## src/rtl/sar_pkg.sv

```systemverilog
// Shared types and sizing helpers for the successive-approximation search controller.
package sar_pkg;

  typedef enum logic {
    IDLE  = 1'b0,
    PROBE = 1'b1
  } sar_state_e;

  localparam int SAR_WIDTH = 4;

  // A single-bit search still needs a one-bit index register.
  function automatic int idxWidth(input int w);
    return (w > 1) ? $clog2(w) : 1;
  endfunction

  localparam int SAR_IDX_W = idxWidth(SAR_WIDTH);

endpackage

```

## src/rtl/sar_trial_gen.sv

```systemverilog
// Combinational trial former: sets the bit at position idx on top of the accepted bits.
module sar_trial_gen
  import sar_pkg::*;
#(
  parameter int WIDTH = SAR_WIDTH,
  parameter int IDX_W = idxWidth(SAR_WIDTH)
) (
  input  logic [WIDTH-1:0] acc_i,
  input  logic [IDX_W-1:0] idx_i,
  output logic [WIDTH-1:0] trial_o
);

  assign trial_o = acc_i | (WIDTH'(1) << idx_i);

endmodule

```

## src/rtl/sar_search_controller.sv

```systemverilog
// Successive-approximation search FSM: probes an external comparator one bit per cycle,
// exiting early on an exact match and flagging non-one-hot verdicts.
module sar_search_controller
  import sar_pkg::*;
#(
  parameter int WIDTH = SAR_WIDTH
) (
  input  logic             clk,
  input  logic             rst,
  input  logic             start,
  input  logic             cmp_equal,
  input  logic             cmp_greater,
  input  logic             cmp_less,
  output logic [WIDTH-1:0] guess,
  output logic             busy,
  output logic             done,
  output logic [WIDTH-1:0] result,
  output logic             err
);

  localparam int IDX_W = idxWidth(WIDTH);

  sar_state_e       state_q, state_d;
  logic [WIDTH-1:0] acc_q, acc_d;
  logic [IDX_W-1:0] idx_q, idx_d;
  logic [WIDTH-1:0] guess_q, guess_d;
  logic [WIDTH-1:0] result_q, result_d;
  logic             err_q, err_d;
  logic             done_q, done_d;

  logic [WIDTH-1:0] newAcc;
  logic [IDX_W-1:0] idxDec;
  logic [WIDTH-1:0] nextTrial;
  logic [2:0]       verdict;

  // A greater verdict means the trial bit belongs in the answer.
  assign newAcc  = cmp_greater ? guess_q : acc_q;
  assign idxDec  = idx_q - IDX_W'(1);
  assign verdict = {cmp_equal, cmp_greater, cmp_less};

  sar_trial_gen #(
    .WIDTH (WIDTH),
    .IDX_W (IDX_W)
  ) u_trial_gen (
    .acc_i   (newAcc),
    .idx_i   (idxDec),
    .trial_o (nextTrial)
  );

  always_ff @(posedge clk) begin
    if (rst) begin
      state_q  <= IDLE;
      acc_q    <= '0;
      idx_q    <= '0;
      guess_q  <= '0;
      result_q <= '0;
      err_q    <= 1'b0;
      done_q   <= 1'b0;
    end else begin
      state_q  <= state_d;
      acc_q    <= acc_d;
      idx_q    <= idx_d;
      guess_q  <= guess_d;
      result_q <= result_d;
      err_q    <= err_d;
      done_q   <= done_d;
    end
  end

  always_comb begin
    state_d  = state_q;
    acc_d    = acc_q;
    idx_d    = idx_q;
    guess_d  = guess_q;
    result_d = result_q;
    err_d    = err_q;
    done_d   = 1'b0;

    unique case (state_q)
      IDLE: begin
        if (start) begin
          acc_d   = '0;
          idx_d   = IDX_W'(WIDTH - 1);
          guess_d = WIDTH'(1) << (WIDTH - 1);
          err_d   = 1'b0;
          state_d = PROBE;
        end
      end
      PROBE: begin
        case (verdict)
          3'b100: begin
            result_d = guess_q;
            done_d   = 1'b1;
            state_d  = IDLE;
          end
          3'b010, 3'b001: begin
            acc_d = newAcc;
            if (idx_q == '0) begin
              result_d = newAcc;
              done_d   = 1'b1;
              state_d  = IDLE;
            end else begin
              idx_d   = idxDec;
              guess_d = nextTrial;
            end
          end
          // Zero or multiple verdict lines: report what was accepted so far.
          default: begin
            err_d    = 1'b1;
            result_d = acc_q;
            done_d   = 1'b1;
            state_d  = IDLE;
          end
        endcase
      end
      default: state_d = IDLE;
    endcase
  end

  assign guess  = guess_q;
  assign busy   = (state_q == PROBE);
  assign done   = done_q;
  assign result = result_q;
  assign err    = err_q;

endmodule

```

## config.mk

```make
export PLATFORM = sky130hd
export DESIGN_NAME = sar_search_controller
export DESIGN_NICKNAME = d
export VERILOG_FILES = /design/src/rtl/sar_pkg.sv /design/src/rtl/sar_trial_gen.sv /design/src/rtl/sar_search_controller.sv
export SDC_FILE = /design/constraint.sdc
export NUM_CORES = 1
export LEC_CHECK = 0
export ABC_CLOCK_PERIOD_IN_PS = 2500
export BUFFER_PORTS_ARGS = -buffer_cell sky130_fd_sc_hd__buf_4
export CAP_MARGIN = 30
export CORE_MARGIN = 3
export CORE_UTILIZATION = 55
export DETAILED_ROUTE_END_ITERATION = 8
export GPL_ROUTABILITY_DRIVEN = 0
export PLACE_DENSITY_LB_ADDON = 0.3
export SYNTH_ARGS = -nofsm -noshare
export SYNTH_HDL_FRONTEND = slang
export SYNTH_SLANG_ARGS = --single-unit
```

## constraint.sdc

```tcl
create_clock -name clk -period 2.5 [get_ports clk]
set_input_delay 0.25 -clock clk [delete_from_list [all_inputs] [get_ports clk]]
set_output_delay 0.25 -clock clk [all_outputs]
set_load 0.02 [all_outputs]
```

# After elaboration in Yosys (flattened, before gate mapping)
# Index checks and enable logic that the tools add are counted.
# word_totals
memories,0
out_inout_bits,11
word_cells,50
latch_bits,0
in_bits,6
ff_bits,17
ram_bits,0
rom_bits,0
# classes
n_reduce_logical,8
add_sub_neg,1
n_mux,23
mul,0
n_eq_ne,8
n_lt_le_gt_ge,0
shifts,1
div_mod_pow,0
bitwise_logic,2
# ops
cell,count
4-bit 2-to-1 mux,7
4-bit one-hot mux with 2 select lines,3
2-bit inequality test (second input constant),4
1-bit 2-to-1 mux,7
2-bit 2-to-1 mux,3
2-bit AND reduction,3
4-bit OR,1
1-bit one-hot mux with 2 select lines,2
2-bit one-hot mux with 2 select lines,1
2-bit OR reduction,2
1-bit by 2-bit << shifter with 4-bit output (first input constant),1
3-bit by 1-bit == test with 1-bit output (second input constant),1
3-bit by 2-bit == test with 1-bit output (second input constant),1
3-bit == test (second input constant),1
3-bit AND reduction,1
3-bit OR reduction,1
2-bit zero test,1
2-bit by 1-bit inequality test with 1-bit output (second input constant),1
2-bit by 1-bit subtractor with 2-bit output (second input constant),1
1-bit NOT,1

# Depth between registers and ports, before layout
# Gate-level depths: netlist (run 1).
# logic_depth
word_depth,6
ltp_mapped,7
ltp_nobuf,6

# By module
# From an unflattened synthesis (run 1), not the netlist that was laid out.
# unflattened
cells_unflattened,93
area_unflattened_um2,887.1
# modules_own_cells
mod,instances,cells_each,area_per_inst_um2
sar_search_controller,1,88,852.1
sar_trial_gen,1,5,35.0

# Worst setup path after synthesis (run 1)
# OpenSTA, ideal clock, no wires.
# synth_path
kind,flip-flop to flip-flop
start,register idx_q[0]
end,register guess_q[1] (netlist: guess[1])
path_stages_with_launch,8
path_slack_ns,0.997
arrival_ns,1.379
period_less_slack_ns,1.503
required_ns,2.376
path_cell_list,dfxtp_1 > inv_1 > ha_1 > nor2_1 > nand3_2 > buf_6 > nor3b_1 > a211oi_1
# synth_between
elab_chain_len,6
word_cells_on_any_way,9
classes_between,1 x add/sub; 1 x eq/ne; 1 x shift; 3 x mux; 1 x bitwise; 2 x reduce/logical
# synth_rtl
element,line_no,source
from (decl),sar_search_controller.sv:25,"logic [IDX_W-1:0] idx_q, idx_d;"
from (signal assigned),sar_search_controller.sv:62,idx_q <= idx_d;
2-bit by 1-bit subtractor with 2-bit output,sar_search_controller.sv:38,assign idxDec = idx_q - IDX_W'(1);
1-bit by 2-bit << shifter with 4-bit output,sar_trial_gen.sv:13,assign trial_o = acc_i | (WIDTH'(1) << idx_i);
4-bit OR,sar_trial_gen.sv:13,
4-bit 2-to-1 mux,sar_search_controller.sv:98,if (idx_q == '0) begin
4-bit 2-to-1 mux,sar_search_controller.sv:90,case (verdict)
4-bit one-hot mux with 2 select lines,sar_search_controller.sv:79,unique case (state_q)
to (signal assigned),sar_search_controller.sv:63,guess_q <= guess_d;
to (decl),sar_search_controller.sv:26,"logic [WIDTH-1:0] guess_q, guess_d;"
# Several ways; a longest one is shown, not always the timed one. The select of a mux whose other input is x is not followed.
# A chain may end at the register's enable or synchronous reset.

# Worst setup path after layout (run 1)
# layout_path
start,register idx_q[0]
end,register idx_q[1]
# layout_between
elab_chain_len,4
word_cells_on_any_way,7
classes_between,1 x add/sub; 1 x eq/ne; 3 x mux; 2 x reduce/logical
# layout_rtl
element,line_no
2-bit by 1-bit subtractor with 2-bit output,sar_search_controller.sv:38
2-bit 2-to-1 mux,sar_search_controller.sv:98
2-bit 2-to-1 mux,sar_search_controller.sv:90
2-bit one-hot mux with 2 select lines,sar_search_controller.sv:79
# Several ways; a longest one is shown, not always the timed one. The select of a mux whose other input is x is not followed.

==> results of run 1 <==
[synthesized netlist by cell type]
library cell | number | area share
sky130_fd_sc_hd__a311oi_1 | 4 | 0.037
sky130_fd_sc_hd__buf_6 | 2 | 0.024
sky130_fd_sc_hd__nor2b_1 | 2 | 0.013
sky130_fd_sc_hd__a22oi_1 | 1 | 0.0079
sky130_fd_sc_hd__ha_1 | 5 | 0.066
sky130_fd_sc_hd__nand2_1 | 11 | 0.044
sky130_fd_sc_hd__nand3b_4 | 1 | 0.021
sky130_fd_sc_hd__o21ai_0 | 7 | 0.037
sky130_fd_sc_hd__nand3_2 | 1 | 0.011
sky130_fd_sc_hd__clkdlybuf4s25_2 | 1 | 0.011
sky130_fd_sc_hd__nand2b_1 | 1 | 0.0066
sky130_fd_sc_hd__xnor2_1 | 1 | 0.0093
sky130_fd_sc_hd__a21oi_1 | 1 | 0.0053
sky130_fd_sc_hd__or2_0 | 1 | 0.0066
sky130_fd_sc_hd__buf_4 | 1 | 0.0079
sky130_fd_sc_hd__nor3b_2 | 1 | 0.013
sky130_fd_sc_hd__buf_2 | 2 | 0.011
sky130_fd_sc_hd__inv_1 | 2 | 0.0079
sky130_fd_sc_hd__nor2_1 | 10 | 0.040
sky130_fd_sc_hd__xor2_1 | 1 | 0.0093
sky130_fd_sc_hd__xor2_4 | 1 | 0.029
sky130_fd_sc_hd__nor2_2 | 4 | 0.026
sky130_fd_sc_hd__a31oi_1 | 1 | 0.0066
sky130_fd_sc_hd__mux2_4 | 4 | 0.064
sky130_fd_sc_hd__dfxtp_1 | 17 | 0.36
sky130_fd_sc_hd__mux2i_1 | 4 | 0.042
sky130_fd_sc_hd__a21boi_4 | 1 | 0.020
sky130_fd_sc_hd__a211oi_1 | 5 | 0.040
sky130_fd_sc_hd__nor3b_1 | 3 | 0.024
[cell families (layout without fill, tap and decap cells)]
family / count (synthesis) / after routing
compound gates: 20 / 20
xor+xnor: 3 / 3
fa+ha+maj: 5 / 5
buf+inv: 8 / 22
flops: 17 / 17
mux: 8 / 8
simple gates: 35 / 35
[stage by stage]
step,hold slack [ns],util,power (mW),setup slack (ns),std cells
after floorplan,0.485,-,0.375,0.997,96
after global placement,0.487,0.664,0.400,0.919,122
after detailed placement,0.490,0.664,0.403,0.838,122
after CTS,0.253,0.681,0.548,0.815,126
after global routing,0.251,0.681,0.578,0.598,126
final,0.262,0.681,0.541,0.830,126
[flip-flops by register name (all words and copies together), names as in the netlist]
signal,cells
acc_q,4
guess,4
result,4
idx_q,2
busy,1
done,1
err,1
[path summary, 6_finish.rpt]
check,startpoint,endpoint,slack (ns)
hold reg to reg,result[1]$_SDFFE_PP0P_,result[1]$_SDFFE_PP0P_,0.50
setup / recovery,idx_q[0]$_SDFFE_PP0P_,idx_q[1]$_SDFFE_PP0P_,0.83
setup reg to reg,idx_q[0]$_SDFFE_PP0P_,idx_q[1]$_SDFFE_PP0P_,0.83
hold / removal,rst,acc_q[2]$_SDFFE_PP0P_,0.26
[power groups by stage]
stage / clock (mW) / sequential [mW] / combinational, mW
2_1_floorplan: 0 / 0.311 / 0.0638
3_3_place_gp: 0 / 0.300 / 0.100
3_5_place_dp: 0 / 0.301 / 0.102
4_1_cts: 0.151 / 0.294 / 0.103
5_1_grt: 0.168 / 0.296 / 0.114
6_report: 0.145 / 0.294 / 0.102
[layer usage]
layer | global-route usage | share of wire | wire (um)
met5 | 0 | 0 | 0
met4 | 0.0829 | 0.014 | 23
met3 | 0.0338 | 0.043 | 70
met2 | 0.318 | 0.49 | 800
met1 | 0.205 | 0.45 | 735
[final cells by class]
cell class / instances / share of cell area
clock buffers: 4 / 0.0248
inverters: 2 / 0.00708
multi-input cells: 71 / 0.515
flip-flops and latches: 17 / 0.321
well taps: 16 / 0.0189
repair buffers: 16 / 0.113
[worst max-delay path, stage by stage, from the launching register on]
cell and delay, ns:
sky130_fd_sc_hd__dfxtp_1 0.37, sky130_fd_sc_hd__inv_1 0.11, sky130_fd_sc_hd__ha_1 0.21, sky130_fd_sc_hd__nor2_1 0.29, sky130_fd_sc_hd__nand3_2 0.25, sky130_fd_sc_hd__or2_0 0.26
sky130_fd_sc_hd__a21oi_1 0.12
==> results.md, run 1 <==
- Worst path required time: 2.72 ns
- IO Port Bufs: 16
- CTS buffer count: 3
- Hold Path Stages: 2
- Post-route standard cell area excluding fillers: 1060 um2
- Worst reg2reg path depth: 6
- Synth warn: 0
- GR Overflow Total: 0
- Average footprint of a synthesized cell: 9.84 um2
- Result of the run: finished clean
- Via/cell ratio: 5.49
- Most common library cell in the layout ignoring fill and taps: sky130_fd_sc_hd__dfxtp_1
- Die Area: 2250 um2
- Cell area after synthesis: 945 um2
- Synthesized-area fraction occupied by and/or/nand/nor cells: 0.205
- Max Slew Vio Count: 0
- Gate Count Post-Synth: 96
- Post-CTS clock slew at the launch and capture registers of the worst setup and hold paths: 0.09 ns
- Arrival time reported for the critical path endpoint: 1.90 ns
- Average wire per standard cell: 12.9 um
- Die H: 47.4 um
- Sequential cell area fraction in the yosys report: 0.360
- Slew headroom: 0.773
- Longest Clk Path Bufs: 2
- Clock network fraction of total power: 0.269
- CTS Root Buffer Type: sky130_fd_sc_hd__clkbuf_4
- Portion of netlist area occupied by mux cells: 0.106
- HP Class: primary input to register
- Power share of the sequential group: 0.544
- Number of primary I/O pins: 17
- Via total after detailed routing: 692
- Net count, final: 122
- Fill cell count: 137
- Portion of the clock cycle consumed by the worst path in the final layout: 0.668
- Worst ir drop on vdd: 281 uV
- Count of nets left with antenna violations after detail routing: 0
- Wirelength, routed: 1630 um
- Via count of the first global-routing pass: 674
- Floorplan row count: 14
- Post-route setup TNS: 0 ns
- Xor-xnor portion of the synthesized cell area: 0.0477
- Ant. Diodes: 0
- Syn Nets: 107
- DRC violations left: 0
- Number of buffers inserted by hold repair at cts: 0
- Internal power component: 388 uW
- Top achievable clock speed: 0.599 GHz
- Highest net fanout along the worst path: 11
- Least-Margin Pin Slew: 0.340 ns
- Commonest non-fill, non-tap cells in the layout: 17 x sky130_fd_sc_hd__dfxtp_1, 16 x sky130_fd_sc_hd__buf_4, 11 x sky130_fd_sc_hd__nand2_1
- H-tree depth: 1
- Shortest period the worst path allows: 1.67 ns
- Layout area overhead: 12.3%
- Clock tree from TritonCTS: done
- Area of combinational cells with multiple inputs: 547 um2
- Number of synthesized register bits: 17
- Start-to-end type of the worst setup path: register to register
- Total track usage: 0.179
- Placed instance area: 1030 um2
- First-pass iteration count of the detailed router: 4
- Initial antenna violation count: 0
- Gate power share: 0.188
- Number of endpoints failing setup at the final stage: 0
- CTS-repair resized insts: 0
- Number of maximum-capacitance violations: 0
- Startpoint kind of the worst setup timing path: register
- Unrepaired setup endpoints after global routing: false
- Buffers inserted by post-CTS timing repair: 0
- Switching fraction of total power: 0.284
- Pin count of the biggest net entering global routing: 18
- Combinational family with the most area after synthesis: simple AND/OR/NAND/NOR gates
- Number of distinct library cell variants in the gate-level netlist after synthesis: 29
- Fraction of layout instances using a drive strength above 1: 0.291
- Number of DRC markers after the initial detailed-route iteration: 9
- Later-pin clock latency in the skew report: 0.29 ns
- Die boundary width: 47.4 um
- Clock sink count: 17
- Register Area: 340 um2
- Initial Utilization: 0.606
- Static Leak: 0.437 nW
- Share of synthesized cell area in full adder, half adder and majority cells: 0.0662
- Power Density: 510 nW/um2
- Detailed placer's ending HPWL: 1290 um
- Final hold violation count: 0
- Compound-cell area share of the yosys netlist: 0.154
- Worst Skew: 0.00259 ns
- Wire length of the first global-routing pass: 2890 um
- Switching component of the power: 153 uW
- Critical path capture point type: register
- Core footprint: 1560 um2
Note: power is estimated with default switching activity, not from simulation.
==> run 2: changes to the inputs <==
Settings changed: ABC_AREA set to 1, ABC_CLOCK_PERIOD_IN_PS 2500 to 1600, CORE_UTILIZATION 55 to 53.
Clock period 2.5 ns to 1.6 ns, I/O delays scaled along.
==> results.md, run 2 <==
- Wire length of the first global-routing pass: 3660 um
- Slew headroom: 0.769
- EDFF count, synth: 0
- CTS-repair resized insts: 0
- Shortest period the worst path allows: 1.45 ns
- Die Area: 2350 um2
- Initial Utilization: 0.600
- IO Port Bufs: 16
- Die boundary width: 48.5 um
- Later-pin clock latency in the skew report: 0.29 ns
- Clock network fraction of total power: 0.260
- Peak per-stage delay on the critical path: 0.40 ns
- Post-CTS clock slew at the launch and capture registers of the worst setup and hold paths: 0.09 ns
- Pin count of the biggest net entering global routing: 11
- Average footprint of a synthesized cell: 6.83 um2
- Critical path capture point type: register
- Power share of the sequential group: 0.521
- Sequential cell area fraction in the yosys report: 0.356
- Number of primary I/O pins: 17
- Synth warn: 0
- Start-to-end type of the worst setup path: register to register
- Switching fraction of total power: 0.304
- DRC violations left: 0
- Layout area overhead: 18.3%
- Wirelength, routed: 2110 um
- Number of endpoints failing setup at the final stage: 0
- Area share of the largest cell type after synthesis: 0.356
- Via count of the first global-routing pass: 853
- Final standard cell utilization of the core: 0.710
- Via total after detailed routing: 944
- Least-Margin Pin Slew: 0.346 ns
- Most frequent cells after synthesis: 49 x sky130_fd_sc_hd__nand2_1, 17 x sky130_fd_sc_hd__dfxtp_1, 15 x sky130_fd_sc_hd__nand3_1
- Static Leak: 0.550 nW
- Most used standard cell by instance count after synthesis: sky130_fd_sc_hd__nand2_1
- Worst path required time: 1.83 ns
- Most common library cell in the layout ignoring fill and taps: sky130_fd_sc_hd__nand2_1
- Number of distinct library cell variants in the gate-level netlist after synthesis: 19
- Final hold violation count: 0
- Top achievable clock speed: 0.691 GHz
- Register Area: 340 um2
- Average wire per standard cell: 11.6 um
- Syn Nets: 151
- Power Density: 778 nW/um2
- Most area-hungry cell type in the Yosys netlist: sky130_fd_sc_hd__dfxtp_1
- Number of synthesized register bits: 17
- First-pass iteration count of the detailed router: 4
- CTS buffer count: 3
- Top FF cell, synth: sky130_fd_sc_hd__dfxtp_1
- Worst-path cell chain: inv_1, ha_1, inv_1, nand4_1, nand2_1, nor2_1, a21oi_1
- Buffers inserted by post-CTS timing repair: 0
- Die H: 48.5 um
- GR Overflow Total: 0
- Clock sink count: 17
- Clock tree from TritonCTS: done
- Result of the run: finished clean
- Commonest non-fill, non-tap cells in the layout: 49 x sky130_fd_sc_hd__nand2_1, 17 x sky130_fd_sc_hd__dfxtp_1, 17 x sky130_fd_sc_hd__buf_4
- Worst Skew: 0.00192 ns
- Number of buffers inserted by hold repair at cts: 0
- Fill cell count: 146
- Net count, final: 171
- Cell with the largest stage delay on the worst path: sky130_fd_sc_hd__dfxtp_1
- Via/cell ratio: 5.16
- H-tree depth: 1
- Area of combinational cells with multiple inputs: 554 um2
- Portion of the clock cycle consumed by the worst path in the final layout: 0.904
- Gate power share: 0.219
- Share of flip-flops with an asynchronous set or reset after synthesis: 0
- Unrepaired setup endpoints after global routing: false
- Max Slew Vio Count: 0
- Core footprint: 1590 um2
- Floorplan row count: 14
- Gate Count Post-Synth: 140
- Count of nets left with antenna violations after detail routing: 0
- Initial antenna violation count: 0
- Longest Clk Path Bufs: 2
- Arrival time reported for the critical path endpoint: 1.67 ns
- Fraction of layout instances using a drive strength above 1: 0.189
- HP Class: primary input to register
- Total track usage: 0.191
- Number of DRC markers after the initial detailed-route iteration: 38
- Highest net fanout along the worst path: 5
- Number of maximum-capacitance violations: 0
- Critical path's most frequent cell: sky130_fd_sc_hd__inv_1
- Ant. Diodes: 0
- CTS Root Buffer Type: sky130_fd_sc_hd__clkbuf_4
- Startpoint kind of the worst setup timing path: register
- Cell area after synthesis: 956 um2
- Post-route setup TNS: 0 ns
- Switching component of the power: 268 uW
- Internal power component: 612 uW
- Detailed placer's ending HPWL: 1690 um
- Top area cells in the synthesized netlist: sky130_fd_sc_hd__dfxtp_1 36%, sky130_fd_sc_hd__nand2_1 19%, sky130_fd_sc_hd__nand3_1 7.9%, sky130_fd_sc_hd__a21oi_1 6.8%, sky130_fd_sc_hd__ha_1 6.5%
- Worst ir drop on vdd: 552 uV
[run 2: path summary, 6_finish.rpt]
check	from	endpoint	slack, ns	cells after the start
worst max register to register	idx_q[0]$_SDFFE_PP0P_	result[3]$_SDFFE_PP0P_	0.15	7
worst max-delay path	idx_q[0]$_SDFFE_PP0P_	result[3]$_SDFFE_PP0P_	0.15	7
worst min register to register	err$_SDFFE_PP0P_	err$_SDFFE_PP0P_	0.48	2
worst min-delay path	rst	acc_q[0]$_SDFFE_PP0P_	0.11	2
[run 2: logic make-up after synthesis]
kind of cell | Yosys count | synth area share
AND/OR/NAND/NOR | 88 | 0.441
flip-flops | 17 | 0.356
buffers and inverters | 16 | 0.0641
AO/OA/AOI/OAI | 14 | 0.0733
adder cells (fa/ha/maj) | 5 | 0.0654
[run 2: routing by layer]
metal,global-route usage,up-vias,wire (um)
met5,0,-,0
met4,0.0711,0,26
met2,0.346,25,1070
li1,-,484,-
met1,0.231,431,942
met3,0.0184,4,79
[run 2: power groups by stage]
stage	Sequential [mW]	Clock [mW]	Combinational (mW)
final	0.459	0.229	0.193
after global placement	0.466	0	0.188
after CTS	0.459	0.233	0.193
after floorplan	0.486	0	0.111
after detailed placement	0.469	0	0.192
after global routing	0.463	0.248	0.214
[run 2: final cells by class]
class                           count  area share
Clock buffer                        4      0.0232
Inverter                           14      0.0465
Multi-Input combinational cell    107       0.490
Sequential cell                    17       0.301
Tap cell                           24      0.0265
Timing Repair Buffer               17       0.113
[run 2: through the flow]
step	setup slack [ns]	instance area, um2	hold slack (ns)	std cells	power (mW)
floorplan	0.318	956	0.437	140	0.597
global placement	0.287	1100	0.404	179	0.654
detailed placement	0.181	1100	0.409	179	0.661
CTS	0.149	1130	0.0959	183	0.885
global route	0.0112	1130	0.117	183	0.924
finish	0.154	1130	0.106	183	0.881
[run 2: critical path, delay by kind of cell, from the launching register on]
kind	cells	cell delay (ns)
buffers and inverters	2	0.29
AO/OA/AOI/OAI	1	0.12
adder cells (fa/ha/maj)	1	0.23
flip-flops	1	0.40
AND/OR/NAND/NOR	3	0.34
==> run 3: changes to the inputs <==
Settings changed: ABC_CLOCK_PERIOD_IN_PS 1600 to 1700, CORE_UTILIZATION 53 to 35.
Clock period 1.6 ns to 1.7 ns, I/O delays scaled along.
==> results.md, run 3 (synthesis gave the netlist of run 2 again) <==
- Critical path's most frequent cell: sky130_fd_sc_hd__inv_1
- Clock tree from TritonCTS: done
- Core footprint: 2540 um2
- Final hold violation count: 0
- Clock sink count: 17
- Top achievable clock speed: 0.701 GHz
- Number of DRC markers after the initial detailed-route iteration: 23
- Arrival time reported for the critical path endpoint: 1.66 ns
- Cell family with most CP delay: flip-flops
- Peak per-stage delay on the critical path: 0.40 ns
- WP buf/inv: 2
- Worst path required time: 1.93 ns
- Shortest period the worst path allows: 1.43 ns
- Post-route setup TNS: 0 ns
- Die boundary width: 58.3 um
- Number of primary I/O pins: 17
- Count of cell instances traversed by the critical path: 7
- Die H: 58.3 um
- Commonest non-fill, non-tap cells in the layout: 49 x sky130_fd_sc_hd__nand2_1, 17 x sky130_fd_sc_hd__dfxtp_1, 17 x sky130_fd_sc_hd__buf_4
- Later-pin clock latency in the skew report: 0.30 ns
- Pin count of the biggest net entering global routing: 11
- Floorplan row count: 18
- Layout area overhead: 19.2%
- Via/cell ratio: 4.96
- Fraction of layout instances using a drive strength above 1: 0.195
- Slew headroom: 0.747
- Via count of the first global-routing pass: 860
- Slack of the worst reg-to-reg path: 0.27 ns
- H-tree depth: 1
- Via total after detailed routing: 937
- Beginning of the critical path: idx_q[0]$_SDFFE_PP0P_
- Worst-path cell chain: inv_1, ha_1, inv_1, nand4_1, nand2_1, nor2_1, a21oi_1
- Fill cell count: 282
- Wire length of the first global-routing pass: 3840 um
- Worst reg2reg path depth: 7
- CTS buffer count: 3
- Static Leak: 0.552 nW
- Average wire per standard cell: 11.6 um
- Number of buffers inserted by hold repair at cts: 0
- Overall power of the completed layout: 840 uW
- GR Overflow Total: 0
- Power Density: 737 nW/um2
- Initial Utilization: 0.376
- CTS-repair resized insts: 0
- Result of the run: finished clean
- End point of the critical path: result[2]$_SDFFE_PP0P_
- Die Area: 3390 um2
- Startpoint of the worst-slack reg-to-reg timing path: idx_q[0]$_SDFFE_PP0P_
- Start-to-end type of the worst setup path: register to register
- Cell with the largest stage delay on the worst path: sky130_fd_sc_hd__dfxtp_1
- HP Class: primary input to register
- Number of maximum-capacitance violations: 0
- Reg2Reg Capture Point: result[2]$_SDFFE_PP0P_
- Wirelength, routed: 2190 um
- Ant. Diodes: 0
- Post-CTS clock slew at the launch and capture registers of the worst setup and hold paths: 0.11 ns
- Net count, final: 171
- Unrepaired setup endpoints after global routing: false
- Longest Clk Path Bufs: 2
- Detailed placer's ending HPWL: 1700 um
- Number of endpoints failing setup at the final stage: 0
- Register Area: 340 um2
- Startpoint kind of the worst setup timing path: register
- Highest net fanout along the worst path: 5
- Critical path capture point type: register
- IO Port Bufs: 16
- CTS Root Buffer Type: sky130_fd_sc_hd__clkbuf_4
- Max Slew Vio Count: 0
- Most common library cell in the layout ignoring fill and taps: sky130_fd_sc_hd__nand2_1
- Least-Margin Pin Slew: 0.378 ns
- DRC violations left: 0
- Count of nets left with antenna violations after detail routing: 0
- Total track usage: 0.143
- Portion of the clock cycle consumed by the worst path in the final layout: 0.839
- Worst Skew: 0.00667 ns
- Worst ir drop on vdd: 404 uV
- Buffers inserted by post-CTS timing repair: 0
- Area of combinational cells with multiple inputs: 554 um2
- First-pass iteration count of the detailed router: 4
- Initial antenna violation count: 0
[run 3: how the worst min path moves through the flow]
| stage | from | end | slack, ns | cells after the start |
|---|---|---|---|---|
| floorplan | cmp_greater | acc_q[3]$_SDFFE_PP0P_ | 0.45 | 4 |
| global placement | rst | err$_SDFFE_PP0P_ | 0.43 | 2 |
| detailed placement | rst | err$_SDFFE_PP0P_ | 0.43 | 2 |
| CTS | rst | err$_SDFFE_PP0P_ | 0.11 | 2 |
| global route | rst | acc_q[2]$_SDFFE_PP0P_ | 0.1 | 2 |
| finish | rst | busy$_SDFF_PP0_ | 0.10 | 2 |
[run 3: layout make-up]
cell class              count  share of cell area
clock inverters             1             0.00439
multi-input cells         107               0.486
well taps                  30              0.0329
repair buffers             17               0.112
flip-flops and latches     17               0.299
clock buffers               3              0.0198
inverters                  14              0.0461
[run 3: report_power, final]
part           switching [mW]  internal, mW
logic                   0.114        0.0669
registers              0.0133         0.418
clock network           0.140        0.0877
total                   0.267         0.573
[run 3: layer usage]
metal,up-vias,GRT usage,part of all wire,wire [um]
met5,-,0,0,0
met3,2,0.0200,0.047,103
met1,425,0.190,0.46,1020
met2,25,0.241,0.48,1040
li1,485,-,-,-
met4,0,0.0397,0.0096,21
[run 3: metrics by stage]
step | util | worst slack (ns) | std cells | hold slack, ns | area [um2]
floorplan | - | 0.418 | 140 | 0.447 | 956
CTS | 0.448 | 0.261 | 189 | 0.109 | 1140
global route | 0.448 | 0.0396 | 189 | 0.0968 | 1140
global placement | 0.437 | 0.373 | 185 | 0.429 | 1110
detailed placement | 0.437 | 0.288 | 185 | 0.428 | 1110
finish | 0.448 | 0.273 | 189 | 0.101 | 1140
